## config.mk

```make
export PLATFORM = sky130hd
export DESIGN_NAME = mem_read_arbiter_flat
export DESIGN_NICKNAME = d
export VERILOG_FILES = /design/src/rtl/mem_read_arbiter_if.sv /design/src/rtl/mem_read_arbiter.sv /design/src/flat_wrapper.sv
export SDC_FILE = /design/constraint.sdc
export NUM_CORES = 1
export LEC_CHECK = 0
export ABC_AREA = 1
export BUFFER_PORTS_ARGS = -buffer_cell sky130_fd_sc_hd__buf_2
export CELL_PAD_IN_SITES_DETAIL_PLACEMENT = 1
export CELL_PAD_IN_SITES_GLOBAL_PLACEMENT = 1
export CORE_ASPECT_RATIO = 1.5
export CORE_MARGIN = 10
export CORE_UTILIZATION = 36
export CTS_BUF_LIST = sky130_fd_sc_hd__clkbuf_8
export CTS_CLUSTER_DIAMETER = 80
export DETAILED_ROUTE_END_ITERATION = 16
export PLACE_DENSITY = 0.81
export SLEW_MARGIN = 20
export SYNTH_ARGS = -nofsm -noshare
export SYNTH_HDL_FRONTEND = slang
export SYNTH_SLANG_ARGS = --single-unit
export TNS_END_PERCENT = 20
```

## constraint.sdc

```tcl
create_clock -name CLK -period 1.3 [get_ports CLK]
set_input_delay 0.065 -clock CLK [delete_from_list [all_inputs] [get_ports CLK]]
set_output_delay 0.065 -clock CLK [all_outputs]
set_load 0.05 [all_outputs]
```

## src/rtl/mem_read_arbiter_if.sv

```systemverilog
// Bundle of the two requester ports and the memory-side bus of the read arbiter.
// The arbiter takes the slave view; the core/memory side takes the master view.
interface mem_read_arbiter_if;
  logic        i_req;
  logic [31:0] i_addr;
  logic        i_busy;
  logic        i_valid;
  logic [31:0] i_rdata;
  logic        d_req;
  logic [31:0] d_addr;
  logic        d_busy;
  logic        d_valid;
  logic [31:0] d_rdata;
  logic [31:0] memory_address;
  logic        memory_read_strobe;
  logic [31:0] memory_read_data;

  modport slave (
    input  i_req, i_addr, d_req, d_addr, memory_read_data,
    output i_busy, i_valid, i_rdata, d_busy, d_valid, d_rdata,
    output memory_address, memory_read_strobe
  );

  modport master (
    output i_req, i_addr, d_req, d_addr, memory_read_data,
    input  i_busy, i_valid, i_rdata, d_busy, d_valid, d_rdata,
    input  memory_address, memory_read_strobe
  );
endinterface

```

## src/rtl/mem_read_arbiter.sv

```systemverilog
// Two-port read arbiter (fetch I, load D) in front of a single-port memory with
// one-cycle read latency: one pending request per port, strobe, then route data back.
module mem_read_arbiter #(
  parameter int POLICY = 0
) (
  input  logic             CLK,
  input  logic             RESET_N,
  mem_read_arbiter_if.slave bus
);

  localparam int DATA_W = 32;

  localparam logic [1:0] IDLE = 2'd0;
  localparam logic [1:0] READ = 2'd1;
  localparam logic [1:0] WAIT = 2'd2;

  logic [1:0]        state;
  logic              pend_i, pend_d;
  logic [DATA_W-1:0] addr_i, addr_d;
  logic [DATA_W-1:0] issue_addr;
  logic              strobe;
  logic              grant_d;
  logic              last_d;
  logic              valid_i, valid_d;
  logic [DATA_W-1:0] rdata_i, rdata_d;

  logic in_flight, busy_i, busy_d, any_pend, issue, pick_d;

  // Busy covers both the queued request and the one currently on the memory.
  assign in_flight = (state == READ) || (state == WAIT);
  assign busy_i    = pend_i | (in_flight & ~grant_d);
  assign busy_d    = pend_d | (in_flight &  grant_d);
  assign any_pend  = pend_i | pend_d;
  assign issue     = any_pend && ((state == IDLE) || (state == WAIT));

  always_comb begin
    pick_d = pend_d;
    if (pend_i && pend_d)
      pick_d = (POLICY == 1) ? 1'b1 : ~last_d;
  end

  always_ff @(posedge CLK or negedge RESET_N) begin
    if (!RESET_N) begin
      state      <= IDLE;
      pend_i     <= 1'b0;
      pend_d     <= 1'b0;
      addr_i     <= '0;
      addr_d     <= '0;
      issue_addr <= '0;
      strobe     <= 1'b0;
      grant_d    <= 1'b0;
      last_d     <= 1'b1;
      valid_i    <= 1'b0;
      valid_d    <= 1'b0;
      rdata_i    <= '0;
      rdata_d    <= '0;
    end else begin
      valid_i <= 1'b0;
      valid_d <= 1'b0;

      if (bus.i_req && !busy_i) begin
        pend_i <= 1'b1;
        addr_i <= bus.i_addr;
      end
      if (bus.d_req && !busy_d) begin
        pend_d <= 1'b1;
        addr_d <= bus.d_addr;
      end

      case (state)
        IDLE:    state <= any_pend ? READ : IDLE;
        READ:    state <= WAIT;
        WAIT: begin
          if (grant_d) begin
            rdata_d <= bus.memory_read_data;
            valid_d <= 1'b1;
          end else begin
            rdata_i <= bus.memory_read_data;
            valid_i <= 1'b1;
          end
          state <= any_pend ? READ : IDLE;
        end
        default: state <= IDLE;
      endcase

      // A new grant can start from IDLE or overlap the data phase of WAIT.
      strobe <= issue;
      if (issue) begin
        grant_d    <= pick_d;
        last_d     <= pick_d;
        issue_addr <= pick_d ? addr_d : addr_i;
        if (pick_d)
          pend_d <= 1'b0;
        else
          pend_i <= 1'b0;
      end
    end
  end

  assign bus.i_busy             = busy_i;
  assign bus.d_busy             = busy_d;
  assign bus.i_valid            = valid_i;
  assign bus.d_valid            = valid_d;
  assign bus.i_rdata            = rdata_i;
  assign bus.d_rdata            = rdata_d;
  assign bus.memory_address     = issue_addr;
  assign bus.memory_read_strobe = strobe;

endmodule

```

## src/flat_wrapper.sv

```systemverilog
// flat-port wrapper written by rule: the top's interface ports become plain ports
module mem_read_arbiter_flat 
#(
  parameter int POLICY = 0
)
  (CLK, RESET_N, bus_i_req, bus_i_addr, bus_d_req, bus_d_addr, bus_memory_read_data, bus_i_busy, bus_i_valid, bus_i_rdata, bus_d_busy, bus_d_valid, bus_d_rdata, bus_memory_address, bus_memory_read_strobe);
  mem_read_arbiter_if bus_i ();
  input  logic CLK;
  input  logic RESET_N;
  input wire logic [$bits(bus_i.i_req)-1:0] bus_i_req;
  input wire logic [$bits(bus_i.i_addr)-1:0] bus_i_addr;
  input wire logic [$bits(bus_i.d_req)-1:0] bus_d_req;
  input wire logic [$bits(bus_i.d_addr)-1:0] bus_d_addr;
  input wire logic [$bits(bus_i.memory_read_data)-1:0] bus_memory_read_data;
  output wire logic [$bits(bus_i.i_busy)-1:0] bus_i_busy;
  output wire logic [$bits(bus_i.i_valid)-1:0] bus_i_valid;
  output wire logic [$bits(bus_i.i_rdata)-1:0] bus_i_rdata;
  output wire logic [$bits(bus_i.d_busy)-1:0] bus_d_busy;
  output wire logic [$bits(bus_i.d_valid)-1:0] bus_d_valid;
  output wire logic [$bits(bus_i.d_rdata)-1:0] bus_d_rdata;
  output wire logic [$bits(bus_i.memory_address)-1:0] bus_memory_address;
  output wire logic [$bits(bus_i.memory_read_strobe)-1:0] bus_memory_read_strobe;
  assign bus_i.i_req = bus_i_req;
  assign bus_i.i_addr = bus_i_addr;
  assign bus_i.d_req = bus_d_req;
  assign bus_i.d_addr = bus_d_addr;
  assign bus_i.memory_read_data = bus_memory_read_data;
  assign bus_i_busy = bus_i.i_busy;
  assign bus_i_valid = bus_i.i_valid;
  assign bus_i_rdata = bus_i.i_rdata;
  assign bus_d_busy = bus_i.d_busy;
  assign bus_d_valid = bus_i.d_valid;
  assign bus_d_rdata = bus_i.d_rdata;
  assign bus_memory_address = bus_i.memory_address;
  assign bus_memory_read_strobe = bus_i.memory_read_strobe;
  mem_read_arbiter #(.POLICY(POLICY)) u_core (.CLK(CLK), .RESET_N(RESET_N), .bus(bus_i));
endmodule
```

# Yosys cells after proc, flatten, opt, wreduce, memory -nomap -nowiden
# Cells that the tools add are included.
dict set report classes {
  eq_ne 2
  n_mux 14
  n_bitwise 7
  n_reduce_logical 12
}
# op count
set ops {}
lappend ops {{32-bit two-way mux} 1}
lappend ops {{1-bit two-way mux} 12}
lappend ops {{1-bit logical AND} 4}
lappend ops {{2-bit one-hot mux with 2 select lines} 1}
lappend ops {{2-bit AND reduction} 2}
lappend ops {{1-bit OR} 3}
lappend ops {{1-bit bitwise AND} 2}
lappend ops {{2-bit by 1-bit equality test with 1-bit output, second input constant} 1}
lappend ops {{2-bit equality test, second input constant} 1}
lappend ops {{1-bit zero test} 2}
lappend ops {{2-bit zero test} 1}
lappend ops {{1-bit logical OR} 2}
lappend ops {{1-bit inverter} 2}
lappend ops {{2-bit OR reduction} 1}
dict set report word_totals {
  out_inout_bits 101
  inputBits 100
  register_bits 169
}

# Logic depth before layout (Yosys ltp)
dict set report logic_depth {
  depth_word 9
  depth_mapped 8
  ltp_nobuf 6
}

# Least setup slack after synthesis
# Ideal clock, no wire load.
dict set report synth_timing {
  path_kind {register to register}
  from {reg u_core.state[0]}
  to {reg u_core.issue_addr[27], in the netlist u_core.bus.memory_address[27]}
  arrival_ps 1289
  synth_period_minus_slack_ps 1406
  slack_ps -106
  stages_incl_launch_ff 8
  cell_sequence {dfrtp_1 inv_1 ha_1 o21ai_4 inv_6 buf_8 nand2_1 nand2_1}
}
dict set report synth_via {
  elab_chain_len 3
}
# element line
set synth_rtl {}
lappend synth_rtl {{start: declaration} mem_read_arbiter.sv:17} ;# logic [1:0] state;
lappend synth_rtl {{start signal: assignment} mem_read_arbiter.sv:71} ;# IDLE: state <= any_pend ? READ : IDLE;
lappend synth_rtl {{start signal: assignment} mem_read_arbiter.sv:81} ;# state <= any_pend ? READ : IDLE;
lappend synth_rtl {{2-bit equality test or 2-bit zero test (tied branches)} mem_read_arbiter.sv:34} ;# assign issue = any_pend && ((state == IDLE) || (state == WAIT));
lappend synth_rtl {{1-bit logical OR *} mem_read_arbiter.sv:34}
lappend synth_rtl {{1-bit logical AND *} mem_read_arbiter.sv:34}
lappend synth_rtl {{named net u_core.issue} mem_read_arbiter.sv:27} ;# logic in_flight, busy_i, busy_d, any_pend, issue, pick_d;
lappend synth_rtl {{end signal: assignment} mem_read_arbiter.sv:91} ;# issue_addr <= pick_d ? addr_d : addr_i;
lappend synth_rtl {{end: declaration} mem_read_arbiter.sv:20} ;# logic [DATA_W-1:0] issue_addr;
# The timed path passes the listed nets; every way through them passes the cells marked *.
# A chain may end at the register's enable or synchronous reset.

# Worst setup path after layout
dict set report layout_timing {
  from {reg u_core.state[1]}
  to {out bus_i_busy}
}
dict set report layout_via {
  elab_chain_len 4
}
# element line
set layout_rtl {}
lappend layout_rtl {{2-bit by 1-bit equality test with 1-bit output or 2-bit equality test (tied branches)} mem_read_arbiter.sv:30} ;# assign in_flight = (state == READ) || (state == WAIT);
lappend layout_rtl {{1-bit logical OR *} mem_read_arbiter.sv:30}
lappend layout_rtl {{1-bit bitwise AND *} mem_read_arbiter.sv:31} ;# assign busy_i = pend_i | (in_flight & ~grant_d);
lappend layout_rtl {{1-bit OR *} mem_read_arbiter.sv:31}
lappend layout_rtl {{end: declaration} flat_wrapper.sv:15} ;# output wire logic [$bits(bus_i.i_busy)-1:0] bus_i_busy;
# Mark *: on every way between the ends. The rest lies on a longest branch, timed or not.

==> results.sh <==
export IMPL_crit_type="reg -> out"
export IMPL_finalHoldViolCount=0
export IMPL_area_growth_pct=49.0
export IMPL_place_gp_congestion=0.772
export IMPL_drt_initial_drc_count=353
export IMPL_final_cell_mix="nand2_1, buf_2, dfrtp_1"
export IMPL_seq_area_frac_synth=0.600
export IMPL_crit_arrival_ns=1.57
export IMPL_wire_per_inst_um=19.1
export IMPL_hpwl_um=15400
export IMPL_fin_ws_ns=-0.335
export IMPL_hold_class="in -> async"
export IMPL_syn_nets=897
export IMPL_dr_pass1_iters=4
export IMPL_powerDensity_nw_per_um2=2930
export IMPL_tritoncts="yes"
export IMPL_cts_root_buffer="clkbuf_8"
export IMPL_vdd_drop_max_v=0.00143
export IMPL_nNetsFinal=1232
export IMPL_status="complete, but fails checks"
export IMPL_syn_cell_area_um2=7050
export IMPL_syn_avg_cell_area_um2=8.90
export IMPL_ctsLongestPathBuffers=2
export IMPL_layout_commonest_cell="nand2_1"
export IMPL_fp_dieW_um=134
export IMPL_start_util=0.367
export IMPL_drc=0
export IMPL_end_kind="output port"
export IMPL_routed_via_density=4.78
export IMPL_synth_seq_cells=169
export IMPL_grt_pass1_vias=7554
export IMPL_path_max_fanout=2
export IMPL_hold_ws_ns=0.0635
export IMPL_ios=201
export IMPL_rsz0062_at_grt="true"
export IMPL_portBuffers=200
export IMPL_drt_wl_total_um=26700
export IMPL_path_clk_slew_ns=0.09
export IMPL_seqCellArea_um2=4230
export IMPL_start_kind="flip-flop"
export IMPL_max_freq_mhz=612
export IMPL_slew_headroom=0.738
export IMPL_r2r_end="u_core.addr_i[5]$_DFFE_PN0P_"
export IMPL_post_route_min_period_ns=1.64
export IMPL_finalSetupViolCount=170
export IMPL_synthTopCellsByArea="dfrtp_1, nand2_1, inv_1"
export IMPL_overflow=0
export IMPL_yosysTopAreaCell="dfrtp_1"
export IMPL_drive_gt1_frac=0.294
export IMPL_nFillCells=2214
export IMPL_grt_pass1_wl_um=42000
export IMPL_cts_sinks=169
export IMPL_max_cap_violations=0
export IMPL_finalMaxSlewViolations=0
export IMPL_violations="negative setup slack"
export IMPL_leakagePower_nw=5.81
export IMPL_die_area_um2=25700
export IMPL_die_h_um=191
export IMPL_grt_total_usage=0.210
export IMPL_dp_cells=1239
export IMPL_cts_buffers=17
export IMPL_synth_top_area_frac=0.596
export IMPL_ant_nets=0
export IMPL_grt_max_degree=39
export IMPL_vias=6686
export IMPL_core_area_um2=19200
export IMPL_tightest_slew_ns=0.392
export IMPL_yosysWarnings=0
export IMPL_antenna_found_initial=1
export IMPL_cp_required_ns=1.24
export IMPL_syn_inst=793
export IMPL_reg2reg_from="u_core.state[1]$_DFF_PN0_"
export IMPL_fin_worst_skew_ns=0.0128
export IMPL_stdcell_count=1398
export IMPL_finalCritPeriodShare=1.26
export IMPL_synthDistinctLibCells=23
export IMPL_reg2reg_slack_ns=-0.31
export IMPL_htreeDepth=4
export IMPL_rr_worst_depth=9
export IMPL_placementRows=62
export IMPL_clk_latency_ns=0.48
export IMPL_multi_input_area_um2=2200
## flip-flops by register name, indices dropped and copies added, names as in the netlist
| signal | cells |
|---|---|
| u_core.grant_d | 1 |
| u_core.bus.i_rdata | 32 |
| u_core.state | 2 |
| u_core.bus.memory_read_strobe | 1 |
| u_core.bus.d_rdata | 32 |
| u_core.bus.d_valid | 1 |
| u_core.addr_i | 32 |
| u_core.pend_d | 1 |
| u_core.addr_d | 32 |
| u_core.bus.memory_address | 32 |
| u_core.pend_i | 1 |
| u_core.bus.i_valid | 1 |
| u_core.last_d | 1 |
## report_power, final
part           switching (mW)  total, mW  internal (mW)
Sequential               1.52       9.30           7.78
Combinational            11.8       17.6           5.79
Clock                    2.08       3.90           1.83
Total                    15.4       30.8           15.4
## per-layer routing
layer / track usage / up-vias / share of wire
met1: 0.229 / 3327 / 0.39
met5: 0 / - / 0
met2: 0.380 / 216 / 0.52
li1: - / 3103 / -
met4: 0.0777 / 0 / 0.023
met3: 0.0539 / 40 / 0.063
## worst max-delay path: stages, from the launching register on
cell,delay [ns]
dfrtp_1,0.38
inv_2,0.06
ha_4,0.28
nand2_4,0.05
buf_6,0.12
nand2_4,0.06
buf_8,0.15
## cell type report
class / instances / area share
clock buffers: 19 / 0.0249
flip-flops and latches: 169 / 0.402
multi-input cells: 475 / 0.209
well taps: 256 / 0.0305
diodes: 1 / 0.000238
inverters: 106 / 0.0393
repair inverters: 1 / 0.00107
clock inverters: 13 / 0.0136
repair buffers: 358 / 0.279
## how the worst max path moves through the flow
stage | slack (ns) | startpoint | endpoint
CTS | -0.38 | u_core.state[1]$_DFF_PN0_ | bus_i_busy
floorplan | -0.05 | u_core.state[0]$_DFF_PN0_ | u_core.bus.d_rdata[24]$_DFFE_PN0P_
finish | -0.34 | u_core.state[1]$_DFF_PN0_ | bus_i_busy
detailed placement | -0.13 | u_core.state[1]$_DFF_PN0_ | u_core.addr_d[25]$_DFFE_PN0P_
global route | -0.41 | u_core.state[1]$_DFF_PN0_ | bus_i_busy
global placement | -0.08 | u_core.state[1]$_DFF_PN0_ | u_core.addr_d[27]$_DFFE_PN0P_
## through the flow
step | util | power [mW] | TNS (ns) | cell area, um^2 | setup WS [ns]
floorplan | - | 19.8 | -4.36 | 7080 | -0.0496
global placement | 0.439 | 23.4 | -5.26 | 8450 | -0.0764
detailed placement | 0.439 | 23.9 | -12.51 | 8450 | -0.134
CTS | 0.539 | 30.3 | -26.53 | 10400 | -0.379
global route | 0.546 | 32.8 | -38.00 | 10500 | -0.407
finish | 0.546 | 30.8 | -26.07 | 10500 | -0.335
## logic make-up (layout without fill, tap and decap cells)
logic type | Yosys count | in the layout | synth area share
compound gates | 131 | 131 | 0.0945
fa+ha+maj | 4 | 4 | 0.00709
buf+inv | 149 | 497 | 0.106
flops | 169 | 169 | 0.600
other cells | 0 | 1 | 0
simple gates | 340 | 340 | 0.193
## synthesized netlist by cell type (all sizes together)
library cell,n
a21oi,2
buf,39
clkbuf,4
dfrtp,168
dfstp,1
ha,4
inv,106
nand2,301
nand3,34
nor2,5
o21ai,129
## what timing repair did
action                                 4_1_cts  5_1_grt
pin swaps                                    4        3
endpoints found under the hold margin      298        0
setup endpoints to repair                  168      170
gates cloned                                12        1
resized for setup                           48       36
hold buffers                                98        0
buffers inserted                             7        8
Note: power is estimated with default switching activity, not from simulation.
